`src/rtl/sdram_arbiter_if.sv`:
```
// Bundle of the two master request ports and the SDRAM core command port.
// slave modport is the arbiter's view; master modport is the masters' and core's view.
// Widths follow ADDR_WIDTH and DATA_WIDTH, with BYTES = DATA_WIDTH/8 byte enables.
interface sdram_arbiter_if #(
    parameter int ADDR_WIDTH = 24,
    parameter int DATA_WIDTH = 16
);
    localparam int BYTES = DATA_WIDTH / 8;

    logic                  m0_rd;
    logic [BYTES-1:0]      m0_wr;
    logic [ADDR_WIDTH-1:0] m0_addr;
    logic [DATA_WIDTH-1:0] m0_wdata;
    logic                  m0_ack;
    logic                  m0_rvalid;
    logic [DATA_WIDTH-1:0] m0_rdata;

    logic                  m1_rd;
    logic [BYTES-1:0]      m1_wr;
    logic [ADDR_WIDTH-1:0] m1_addr;
    logic [DATA_WIDTH-1:0] m1_wdata;
    logic                  m1_ack;
    logic                  m1_rvalid;
    logic [DATA_WIDTH-1:0] m1_rdata;

    logic                  core_rd;
    logic [BYTES-1:0]      core_wr;
    logic [ADDR_WIDTH-1:0] core_addr;
    logic [DATA_WIDTH-1:0] core_wdata;
    logic                  core_rdy;
    logic                  core_valid;
    logic [DATA_WIDTH-1:0] core_rdata;

    modport slave (
        input  m0_rd, m0_wr, m0_addr, m0_wdata,
        output m0_ack, m0_rvalid, m0_rdata,
        input  m1_rd, m1_wr, m1_addr, m1_wdata,
        output m1_ack, m1_rvalid, m1_rdata,
        output core_rd, core_wr, core_addr, core_wdata,
        input  core_rdy, core_valid, core_rdata
    );

    modport master (
        output m0_rd, m0_wr, m0_addr, m0_wdata,
        input  m0_ack, m0_rvalid, m0_rdata,
        output m1_rd, m1_wr, m1_addr, m1_wdata,
        input  m1_ack, m1_rvalid, m1_rdata,
        input  core_rd, core_wr, core_addr, core_wdata,
        output core_rdy, core_valid, core_rdata
    );
endinterface

```
`src/rtl/sdram_arbiter.sv`:
```
// Two-master arbiter feeding the SDRAM core command port through a single holding register.
// Latency: ack is combinational in IDLE; the command reaches the core the next cycle; rvalid comes 1 cycle after core_valid.
// Backpressure: while core_rdy is low the held command stays on the core port and no new grant is made.
// Macro SDRAM_ARB_RR_EN selects round-robin tie-breaking; without it port 0 always wins a tie.
// DATA_WIDTH must be 8, 16 or 32.
module sdram_arbiter #(
    parameter int ADDR_WIDTH = 24,
    parameter int DATA_WIDTH = 16
) (
    input  logic              clk,
    input  logic              rst,
    sdram_arbiter_if.slave    bus
);
    localparam int BYTES = DATA_WIDTH / 8;

    typedef enum logic [1:0] {IDLE, ISSUE, WAIT_RD} state_t;

    state_t                state;
    logic                  hold_rd;
    logic [BYTES-1:0]      hold_wr;
    logic [ADDR_WIDTH-1:0] hold_addr;
    logic [DATA_WIDTH-1:0] hold_wdata;
    logic                  hold_id;
    logic                  m0_rvalid_q;
    logic                  m1_rvalid_q;
    logic [DATA_WIDTH-1:0] m0_rdata_q;
    logic [DATA_WIDTH-1:0] m1_rdata_q;

    logic                  req0;
    logic                  req1;
    logic                  win;
    logic                  grant;
    logic                  sel_rd;
    logic [BYTES-1:0]      sel_wr;
    logic [ADDR_WIDTH-1:0] sel_addr;
    logic [DATA_WIDTH-1:0] sel_wdata;

`ifdef SDRAM_ARB_RR_EN
    logic                  last;
`endif

    // Request detection: any byte enable counts as a write.
    always_comb begin
        req0 = bus.m0_rd | (|bus.m0_wr);
        req1 = bus.m1_rd | (|bus.m1_wr);
    end

    // Winner select (0 = port 0, 1 = port 1).
    always_comb begin
`ifdef SDRAM_ARB_RR_EN
        win = (req0 & req1) ? ~last : ~req0;
`else
        win = ~req0;
`endif
    end

    // Grant only from IDLE, never while reset is held; steer the winner's request.
    always_comb begin
        grant     = ~rst & (state == IDLE) & (req0 | req1);
        sel_rd    = win ? bus.m1_rd    : bus.m0_rd;
        sel_wr    = win ? bus.m1_wr    : bus.m0_wr;
        sel_addr  = win ? bus.m1_addr  : bus.m0_addr;
        sel_wdata = win ? bus.m1_wdata : bus.m0_wdata;
    end

    // The hold registers drive the core directly; they are non-zero only while in ISSUE.
    assign bus.m0_ack     = grant & ~win;
    assign bus.m1_ack     = grant & win;
    assign bus.core_rd    = hold_rd;
    assign bus.core_wr    = hold_wr;
    assign bus.core_addr  = hold_addr;
    assign bus.core_wdata = hold_wdata;
    assign bus.m0_rvalid  = m0_rvalid_q;
    assign bus.m1_rvalid  = m1_rvalid_q;
    assign bus.m0_rdata   = m0_rdata_q;
    assign bus.m1_rdata   = m1_rdata_q;

    // Control FSM: capture in IDLE, present in ISSUE, wait for read data in WAIT_RD.
    always_ff @(posedge clk) begin
        if (rst) begin
            state       <= IDLE;
            hold_rd     <= 1'b0;
            hold_wr     <= '0;
            hold_addr   <= '0;
            hold_wdata  <= '0;
            hold_id     <= 1'b0;
            m0_rvalid_q <= 1'b0;
            m1_rvalid_q <= 1'b0;
            m0_rdata_q  <= '0;
            m1_rdata_q  <= '0;
`ifdef SDRAM_ARB_RR_EN
            last        <= 1'b1;
`endif
        end else begin
            // Read-return outputs are single-cycle pulses; data is zero otherwise.
            m0_rvalid_q <= 1'b0;
            m1_rvalid_q <= 1'b0;
            m0_rdata_q  <= '0;
            m1_rdata_q  <= '0;
            case (state)
                IDLE: begin
                    if (grant) begin
                        hold_rd    <= sel_rd;
                        // A request with both rd and byte enables is a read.
                        hold_wr    <= sel_rd ? '0 : sel_wr;
                        hold_addr  <= sel_addr;
                        hold_wdata <= sel_wdata;
                        hold_id    <= win;
`ifdef SDRAM_ARB_RR_EN
                        last       <= win;
`endif
                        state      <= ISSUE;
                    end
                end
                ISSUE: begin
                    if (bus.core_rdy) begin
                        // Clearing here keeps the core from seeing the command twice.
                        hold_rd    <= 1'b0;
                        hold_wr    <= '0;
                        hold_addr  <= '0;
                        hold_wdata <= '0;
                        state      <= hold_rd ? WAIT_RD : IDLE;
                    end
                end
                WAIT_RD: begin
                    if (bus.core_valid) begin
                        if (hold_id) begin
                            m1_rvalid_q <= 1'b1;
                            m1_rdata_q  <= bus.core_rdata;
                        end else begin
                            m0_rvalid_q <= 1'b1;
                            m0_rdata_q  <= bus.core_rdata;
                        end
                        state <= IDLE;
                    end
                end
                default: state <= IDLE;
            endcase
        end
    end
endmodule

```
`src/flat_wrapper.sv`:
```
// flat-port wrapper written by rule: the top's interface ports become plain ports
module sdram_arbiter_flat 
#(
    parameter int ADDR_WIDTH = 24,
    parameter int DATA_WIDTH = 16
)
  (clk, rst, bus_m0_rd, bus_m0_wr, bus_m0_addr, bus_m0_wdata, bus_m0_ack, bus_m0_rvalid, bus_m0_rdata, bus_m1_rd, bus_m1_wr, bus_m1_addr, bus_m1_wdata, bus_m1_ack, bus_m1_rvalid, bus_m1_rdata, bus_core_rd, bus_core_wr, bus_core_addr, bus_core_wdata, bus_core_rdy, bus_core_valid, bus_core_rdata);
  sdram_arbiter_if #(.ADDR_WIDTH(ADDR_WIDTH), .DATA_WIDTH(DATA_WIDTH)) bus_i ();
  input  logic clk;
  input  logic rst;
  input wire logic [$bits(bus_i.m0_rd)-1:0] bus_m0_rd;
  input wire logic [$bits(bus_i.m0_wr)-1:0] bus_m0_wr;
  input wire logic [$bits(bus_i.m0_addr)-1:0] bus_m0_addr;
  input wire logic [$bits(bus_i.m0_wdata)-1:0] bus_m0_wdata;
  output wire logic [$bits(bus_i.m0_ack)-1:0] bus_m0_ack;
  output wire logic [$bits(bus_i.m0_rvalid)-1:0] bus_m0_rvalid;
  output wire logic [$bits(bus_i.m0_rdata)-1:0] bus_m0_rdata;
  input wire logic [$bits(bus_i.m1_rd)-1:0] bus_m1_rd;
  input wire logic [$bits(bus_i.m1_wr)-1:0] bus_m1_wr;
  input wire logic [$bits(bus_i.m1_addr)-1:0] bus_m1_addr;
  input wire logic [$bits(bus_i.m1_wdata)-1:0] bus_m1_wdata;
  output wire logic [$bits(bus_i.m1_ack)-1:0] bus_m1_ack;
  output wire logic [$bits(bus_i.m1_rvalid)-1:0] bus_m1_rvalid;
  output wire logic [$bits(bus_i.m1_rdata)-1:0] bus_m1_rdata;
  output wire logic [$bits(bus_i.core_rd)-1:0] bus_core_rd;
  output wire logic [$bits(bus_i.core_wr)-1:0] bus_core_wr;
  output wire logic [$bits(bus_i.core_addr)-1:0] bus_core_addr;
  output wire logic [$bits(bus_i.core_wdata)-1:0] bus_core_wdata;
  input wire logic [$bits(bus_i.core_rdy)-1:0] bus_core_rdy;
  input wire logic [$bits(bus_i.core_valid)-1:0] bus_core_valid;
  input wire logic [$bits(bus_i.core_rdata)-1:0] bus_core_rdata;
  assign bus_i.m0_rd = bus_m0_rd;
  assign bus_i.m0_wr = bus_m0_wr;
  assign bus_i.m0_addr = bus_m0_addr;
  assign bus_i.m0_wdata = bus_m0_wdata;
  assign bus_m0_ack = bus_i.m0_ack;
  assign bus_m0_rvalid = bus_i.m0_rvalid;
  assign bus_m0_rdata = bus_i.m0_rdata;
  assign bus_i.m1_rd = bus_m1_rd;
  assign bus_i.m1_wr = bus_m1_wr;
  assign bus_i.m1_addr = bus_m1_addr;
  assign bus_i.m1_wdata = bus_m1_wdata;
  assign bus_m1_ack = bus_i.m1_ack;
  assign bus_m1_rvalid = bus_i.m1_rvalid;
  assign bus_m1_rdata = bus_i.m1_rdata;
  assign bus_core_rd = bus_i.core_rd;
  assign bus_core_wr = bus_i.core_wr;
  assign bus_core_addr = bus_i.core_addr;
  assign bus_core_wdata = bus_i.core_wdata;
  assign bus_i.core_rdy = bus_core_rdy;
  assign bus_i.core_valid = bus_core_valid;
  assign bus_i.core_rdata = bus_core_rdata;
  sdram_arbiter #(.ADDR_WIDTH(ADDR_WIDTH), .DATA_WIDTH(DATA_WIDTH)) u_core (.clk(clk), .rst(rst), .bus(bus_i));
endmodule
```
`config.mk`:
```
export PLATFORM = sky130hd
export DESIGN_NAME = sdram_arbiter_flat
export DESIGN_NICKNAME = d
export VERILOG_FILES = /design/src/rtl/sdram_arbiter_if.sv /design/src/rtl/sdram_arbiter.sv /design/src/flat_wrapper.sv
export SDC_FILE = /design/constraint.sdc
export NUM_CORES = 1
export LEC_CHECK = 0
export BUFFER_PORTS_ARGS = -buffer_cell sky130_fd_sc_hd__buf_2
export CORE_AREA = 2 2 92 94
export CTS_CLUSTER_SIZE = 16
export DETAILED_ROUTE_END_ITERATION = 8
export DIE_AREA = 0 0 94 96
export GPL_ROUTABILITY_DRIVEN = 0
export GPL_TIMING_DRIVEN = 0
export PLACE_DENSITY = 0.71
export SLEW_MARGIN = 20
export SYNTH_ARGS = -nofsm -noshare
export SYNTH_HDL_FRONTEND = slang
export SYNTH_SLANG_ARGS = --single-unit
```
`constraint.sdc`:
```
create_clock -name clk -period 4.9 [get_ports clk]
set_input_delay 0.98 -clock clk [delete_from_list [all_inputs] [get_ports clk]]
set_output_delay 0.98 -clock clk [all_outputs]
set_load 0.01 [all_outputs]
```
==> results.txt, run 1 <==
----------------------------------------------------
[Floorplan]
  Std cell rows ... 33
  Die Footprint ... between 9000 and 10000 µm²
  X dimension of the die ... ~94 µm
  Area inside the core boundary ... between 8000 and 9000 µm²
  Initial core utilization ... about two fifths
  I/O pin total ... roughly 190
  Chip Height ... 96 µm

[CTS]
  Number of clock buffers inserted by TritonCTS ... 9
  Number of sinks handled by clock tree synthesis ... 80
  Count of H-tree levels built during CTS ... 3
  CTS root buf ... clkbuf_8
  Hold-fix buffers at CTS ... 0
  Clock transition at path regs ... roughly 90 ps
  Clock insertion delay at the later pin of the skew report ... between 300 and 400 ps
  Buffers inserted during post-CTS setup optimization ... 0
  CTS resizes ... 0
  TritonCTS clock tree ... done
  Largest buffer count on any clock path ... 2

[Synthesis]
  Synthesized instance count ... a little over 300
  Share of synthesized area occupied by flip-flops and latches ... between 50% and 60%
  Mapped cell area ... between 3000 and 4000 µm²
  Synthesized net count ... 413
  Ys Warns ... 0
  Number of distinct library cell variants in the gate-level netlist after synthesis ... 23
  Synth Register Bits ... 80
  Portion of synthesized cell area occupied by the leading cell type ... 50.8%
  Mean area per synthesized cell ... 10.3 µm²
  Main area contributors after synthesis ... dfxtp_1 51%, mux2_2 14%, a32oi_1 8.3%
  Most area-hungry cell type in the Yosys netlist ... dfxtp_1

[GRT]
  Overall overflow remaining after global route ... 0
  Pin count of the biggest net entering global routing ... 17
  Number of antenna violations at the first check in global routing ... 0
  Tot GR Track Use ... 18.2%
  Vias in the first global route ... 2872
  Wire length of the first global-routing pass ... 12900 µm

[Setup path]
  Required time of the critical path ... roughly 3900 ps
  CP max FO ... 10
  Endpoint arrival time on the critical path ... around 2100 ps
  Buf/Inv on CP ... 4
  Kind of launch point of the worst setup path ... input pin
  Max incr delay on CP ... about 380 ps
  CP max-delay cell ... or3_1
  Crit. End Element ... output port
  Path type of the worst setup path ... in2out
  Critical path, cell by cell ... buf_2 > or3_1 > buf_6 > buf_6 > and2_1 > buf_2
  Family with the most delay on the worst path ... buffers and inverters

[STA]
  Unrepaired setup endpoints after global routing ... no
  Final hold viol count ... 0
  Setup TNS Final ... 0 ps
  Slew of the pin with the lowest slew margin ... between 400 and 500 ps
  Final Critical Period ... around 3000 ps
  Top achievable clock speed ... between 300 and 400 MHz
  Pins over their slew limit ... 0
  Total setup violations reported at the end of the flow ... 0
  Final clock period utilization by the worst path ... 62.8%
  Clock Skews ... ~10 ps
  Worst slew margin relative to its limit ... 67.7%

[Cells and area]
  Fraction of final layout cells with drive strength greater than 1 ... 49.9%
  Number of non-filler instances in the completed layout ... ~610
  Utilization after layout ... between 50% and 60%
  Filler cell count in the final layout ... approximately 780
  Antenna diode instance count ... 0
  Total number of nets in the final design ... just over 600
  Area of all placed cells without fillers ... between 4000 and 5000 µm²
  Area growth from synthesis to layout ... 40.1%

[Drt]
  Via Count ... between 2000 and 3000
  Pre-antenna DRT Iters ... 4
  Antenna Violating Nets Remaining ... 0
  WL per Instance ... 13.8 µm
  Iter 0 DRT Violations ... between 60 and 70
  Drc violations ... 0
  Wirelength, routed ... between 8000 and 9000 µm
  Drt via density ... between 4 and 5

[Pwr]
  Worst IR drop on VDD ... approximately 0.22 mV
  Pwr per Cell Area ... about 320 nW/µm²
  Leakage ... 2.13 nW

[Status]
  Result of the run ... finished, final reports clean

[Place]
  Detailed placement HPWL ... approximately 6500 µm
  Placed cells ... roughly 600
  Placed inst area ... ~4200 µm²
  IO Port Bufs ... roughly 180

[Min path]
  Worst hold path type ... reg2reg

[Run]
  Number of maximum-capacitance constraint violations ... 0

----------------------------------------------------
area by class of cell:
| type | count | area, µm² | area share [%] |
|---|---|---|---|
| well taps | 105 | 131 | 2.98 |
| flip-flops and latches | 80 | 1600 | 36.3 |
| clock inverters | 7 | 86.3 | 1.96 |
| plain buffers | 26 | 155 | 3.52 |
| repair buffers | 184 | 921 | 20.9 |
| multi-input cells | 201 | 1390 | 31.6 |
| clock buffers | 9 | 124 | 2.81 |
per-stage QoR:
| stage | hold slack (ps) | worst slack (ps) | power, mW |
|---|---|---|---|
| finish | 469 | 1830 | 1.40 |
| global route | 487 | 1780 | 1.47 |
| CTS | 472 | 1810 | 1.42 |
| detailed placement | 453 | 1810 | 0.908 |
| global placement | 451 | 1820 | 0.903 |
| floorplan | 488 | 2100 | 0.816 |
state kept, by name, indices dropped and copies added, names as in the netlist:
name / flops
u_core.bus.core_rd: 1
u_core.hold_id: 1
u_core.bus.m1_rdata: 16
u_core.bus.core_addr: 24
u_core.bus.core_wr: 2
u_core.bus.m1_rvalid: 1
u_core.bus.m0_rvalid: 1
u_core.bus.m0_rdata: 16
u_core.bus.core_wdata: 16
u_core.state: 2
kinds of logic (layout without fill, tap and decap cells):
kind of cell	after synthesis	after routing	synth area share [%]
buffers and inverters	26	226	4.92
AND/OR/NAND/NOR	110	110	17.6
AO/OA/AOI/OAI	51	51	12.3
flip-flops	80	80	50.8
multiplexers	40	40	14.3
worst paths after layout:
check | depth (start not counted) | endpoint | slack, ps | start
worst max-delay path | 6 | bus_m0_ack | 1830 | bus_m0_rd
worst min-delay path | 2 | u_core.bus.core_addr[3] | 470 | u_core.bus.core_addr[3]
worst max register to register | 5 | u_core.bus.core_wdata[14] | 3090 | u_core.state[0]
worst min register to register | 2 | u_core.bus.core_addr[3] | 470 | u_core.bus.core_addr[3]
cell usage in the layout (no fill, tap or decap), types with 2 or more instances in the layout:
master / netlist / layout
nand2_1: 14 / 14
dfxtp_1: 80 / 80
a21oi_1: 17 / 17
clkbuf_1: 14 / 14
mux2_2: 40 / 40
clkbuf_8: 0 / 9
o21a_1: 2 / 2
and2_1: 33 / 33
nand3_1: 14 / 14
buf_6: 5 / 5
a32oi_1: 30 / 30
or4_1: 2 / 2
nor2_1: 37 / 37
buf_2: 1 / 185
buf_4: 5 / 5
inv_6: 0 / 2
or3_1: 3 / 3
nor3_1: 2 / 2
inv_8: 0 / 2
nor3b_1: 2 / 2
per-layer routing:
metal  track usage [%]  vias to the layer above  part of all wire [%]
li1                  -                     1476                     -
met1              21.6                     1355                    42
met2              30.8                      135                    47
met3              5.40                       12                   9.2
met4              7.85                        0                   1.6
met5                 0                        -                     0
Yosys cell counts (all sizes together):
library cell	n
nor2	37
nor3	3
nor2b	1
nand3	14
and3	1
nand2	14
dfxtp	80
mux2	40
buf	12
a32oi	30
or3	3
clkbuf	14
o21ai	1
a2111oi	1
or4	2
o21a	2
and2	33
nor3b	2
a21oi	17
report_power, final:
group          internal [mW]  switching [mW]  leakage [nW]
registers              0.677          0.0148         0.653
clock network          0.247           0.264         0.104
logic                  0.101          0.0992          1.37
total                   1.02           0.378          2.13
worst min-delay path, cell delays in order, from the launching register on:
cell     delay [ps]
dfxtp_1         320
nand3_1          60
a21oi_1          50
(Power assumes the default switching activity.)
==> inputs of run 2 (changes only) <==
Settings changed: CORE_AREA 2 2 92 94 to 2 2 93 95, DIE_AREA 0 0 94 96 to 0 0 95 97, PLACE_DENSITY 0.71 to 0.73.
Clock period 4.9 ns to 2.6 ns, I/O delays scaled along.
==> run 2 against run 1 <==
Effect of this change:
- global-route usage grew 0.086 points
- worst setup slack worse by 1400 ps
- register-to-register slack got worse by 2300 ps
- worst hold slack worse by 88 ps
- clock skew decreased by 2.2 ps
- final cell count stayed put
- critical path type unchanged
- largest power group unchanged
==> results.txt, run 2 (same netlist as run 1, synthesis figures left out) <==
----------------------------------------------------
[Status]
  Result of the run ... finished, final reports clean

[STA]
  Worst slew margin relative to its limit ... 67.0% (-0.66 points)
  Worst hold margin ... 381 ps (-88.4 ps)
  Unrepaired setup endpoints after global routing ... no
  Final hold viol count ... 0 (unchanged)
  Top achievable clock speed ... about 470 MHz
  Setup TNS Final ... 0 ps (unchanged)
  Final clock period utilization by the worst path ... a little over 80%
  Final Critical Period ... roughly 2100 ps
  Clock Skews ... 7.96 ps (-2.21 ps)
  Total setup violations reported at the end of the flow ... 0 (unchanged)
  Pins over their slew limit ... 0 (unchanged)
  Slew of the pin with the lowest slew margin ... 494 ps (+9.83 ps)

[Setup path]
  Endpoint arrival time on the critical path ... 1610 ps (-480 ps)
  Path type of the worst setup path ... in2out
  Buf/Inv on CP ... 4 (unchanged)
  Max incr delay on CP ... 380 ps (about the same)
  Crit. End Element ... output port
  Required time of the critical path ... 2080 ps (-1840 ps)
  Family with the most delay on the worst path ... buffers and inverters
  Kind of launch point of the worst setup path ... input pin
  Critical path, cell by cell ... buf_2 > or3_1 > buf_6 > buf_6 > and2_1 > buf_2
  CP max FO ... 10 (unchanged)
  CP max-delay cell ... or3_1

[Cells and area]
  Most common cell after layout, fill and taps aside ... buf_2
  Area growth from synthesis to layout ... 39.9%
  Utilization after layout ... 54.2% (-0.62 points)
  Flip-flop count of the largest register, all copies and words added ... 24 (unchanged)
  Antenna diode instance count ... 0 (unchanged)
  Fraction of final layout cells with drive strength greater than 1 ... 49.7% (-0.20 points)
  Total number of nets in the final design ... 608 (unchanged)
  Commonest cells after routing, fill and taps aside ... 185 x buf_2, 80 x dfxtp_1, 40 x mux2_2, 37 x nor2_1, 33 x and2_1

[Drt]
  WL per Instance ... 13.8 µm (-0.13%)
  Drc violations ... 0 (unchanged)
  Via Count ... 2972 (-0.20%)
  Wirelength, routed ... 8420 µm (-0.13%)
  Iter 0 DRT Violations ... 60 (-3.2%)
  Drt via density ... 4.86 (-0.20%)
  Antenna Violating Nets Remaining ... 0 (unchanged)
  Pre-antenna DRT Iters ... 4 (unchanged)

[Pwr]
  Leakage ... 2.13 nW (-0.18%)
  Switching power as a share of total power ... 25.5% (-1.4 points)
  Worst IR drop on VDD ... 0.331 mV (+49%)
  Flop pwr share ... 49.9% (+0.6 points)
  Pwr per Cell Area ... 592 nW/µm² (+86%)
  Combinational power share ... 14.4% (about the same)
  PnR Total Power ... 2.61 mW (+86%)
  Net Sw Power ... 667 µW (+77%)
  Share of total power in the clock network ... 35.7% (-0.7 points)
  Cell-internal power ... 1.94 mW (+90%)

[GRT]
  Vias in the first global route ... 3038 (+5.8%)
  Overall overflow remaining after global route ... 0 (unchanged)
  Tot GR Track Use ... 18.3% (+0.086 points)
  Number of antenna violations at the first check in global routing ... 0 (unchanged)
  Pin count of the biggest net entering global routing ... 15 (-2)
  Wire length of the first global-routing pass ... 13300 µm (+3.5%)

[CTS]
  Number of sinks handled by clock tree synthesis ... 80 (unchanged)
  Clock transition at path regs ... 80 ps (about the same)
  CTS resizes ... 0 (unchanged)
  Largest buffer count on any clock path ... 2 (unchanged)
  Hold-fix buffers at CTS ... 0 (unchanged)
  Number of clock buffers inserted by TritonCTS ... 9 (unchanged)
  TritonCTS clock tree ... done
  Count of H-tree levels built during CTS ... 3 (unchanged)
  CTS root buf ... clkbuf_8
  Clock insertion delay at the later pin of the skew report ... 340 ps (about the same)
  Buffers inserted during post-CTS setup optimization ... 0 (unchanged)

[Floorplan]
  I/O pin total ... 185 (unchanged)
  Std cell rows ... 33 (unchanged)
  Chip Height ... 97 µm (+1.0%)
  Initial core utilization ... 38.7% (-0.40 points)
  Die Footprint ... 9220 µm² (+2.1%)
  X dimension of the die ... 95 µm (+1.1%)
  Area inside the core boundary ... 8130 µm² (+1.0%)

[Run]
  Number of maximum-capacitance constraint violations ... 0 (unchanged)

[Min path]
  Worst hold path type ... in2reg

[Place]
  Detailed placement HPWL ... 6590 µm (+1.6%)
  IO Port Bufs ... 184 (unchanged)

----------------------------------------------------
## run 2: power groups by stage
stage                     Clock (mW)  Sequential [mW]  Combinational [mW]
final                          0.932             1.30               0.377
after global routing            1.01             1.31               0.419
after CTS                      0.953             1.30               0.382
after detailed placement           0             1.33               0.380
after global placement             0             1.33               0.368
after floorplan                    0             1.35               0.186
## run 2: worst paths after layout
path | startpoint | to | slack (ps) | cells past startpoint
min | bus_core_rdata[10] | u_core.bus.m1_rdata[10] | 380 | 2
max | bus_m0_rd | bus_m0_ack | 470 | 6
max reg2reg | u_core.state[0] | u_core.bus.core_addr[11] | 820 | 5
min reg2reg | u_core.bus.core_wr[1] | u_core.bus.core_wr[1] | 460 | 2
## run 2: area by class of cell
class,count,area [µm²]
repair buffers,184,921
clock buffers,11,141
multi-input cells,201,1390
clock inverters,5,63.8
flip-flops and latches,80,1600
fillers,757,3730
plain buffers,26,155
well taps,105,131
## run 2: metal layers
layer / wire, µm / part of all wire (%) / global-route usage, % / vias to the layer above
li1: - / - / - / 1476
met1: 3220 / 38 / 18.9 / 1355
met2: 4220 / 50 / 32.8 / 129
met3: 857 / 10 / 6.93 / 12
met4: 127 / 1.5 / 7.13 / 0
met5: 0 / 0 / 0 / -
## run 2: metrics by stage
step | instances | cell area, µm² | setup slack, ps
6_report | 612 | 4410 | 469
2_1_floorplan | 307 | 3150 | 723
3_3_place_gp | 596 | 4200 | 467
5_1_grt | 612 | 4410 | 406
4_1_cts | 612 | 4410 | 462
3_5_place_dp | 596 | 4200 | 451
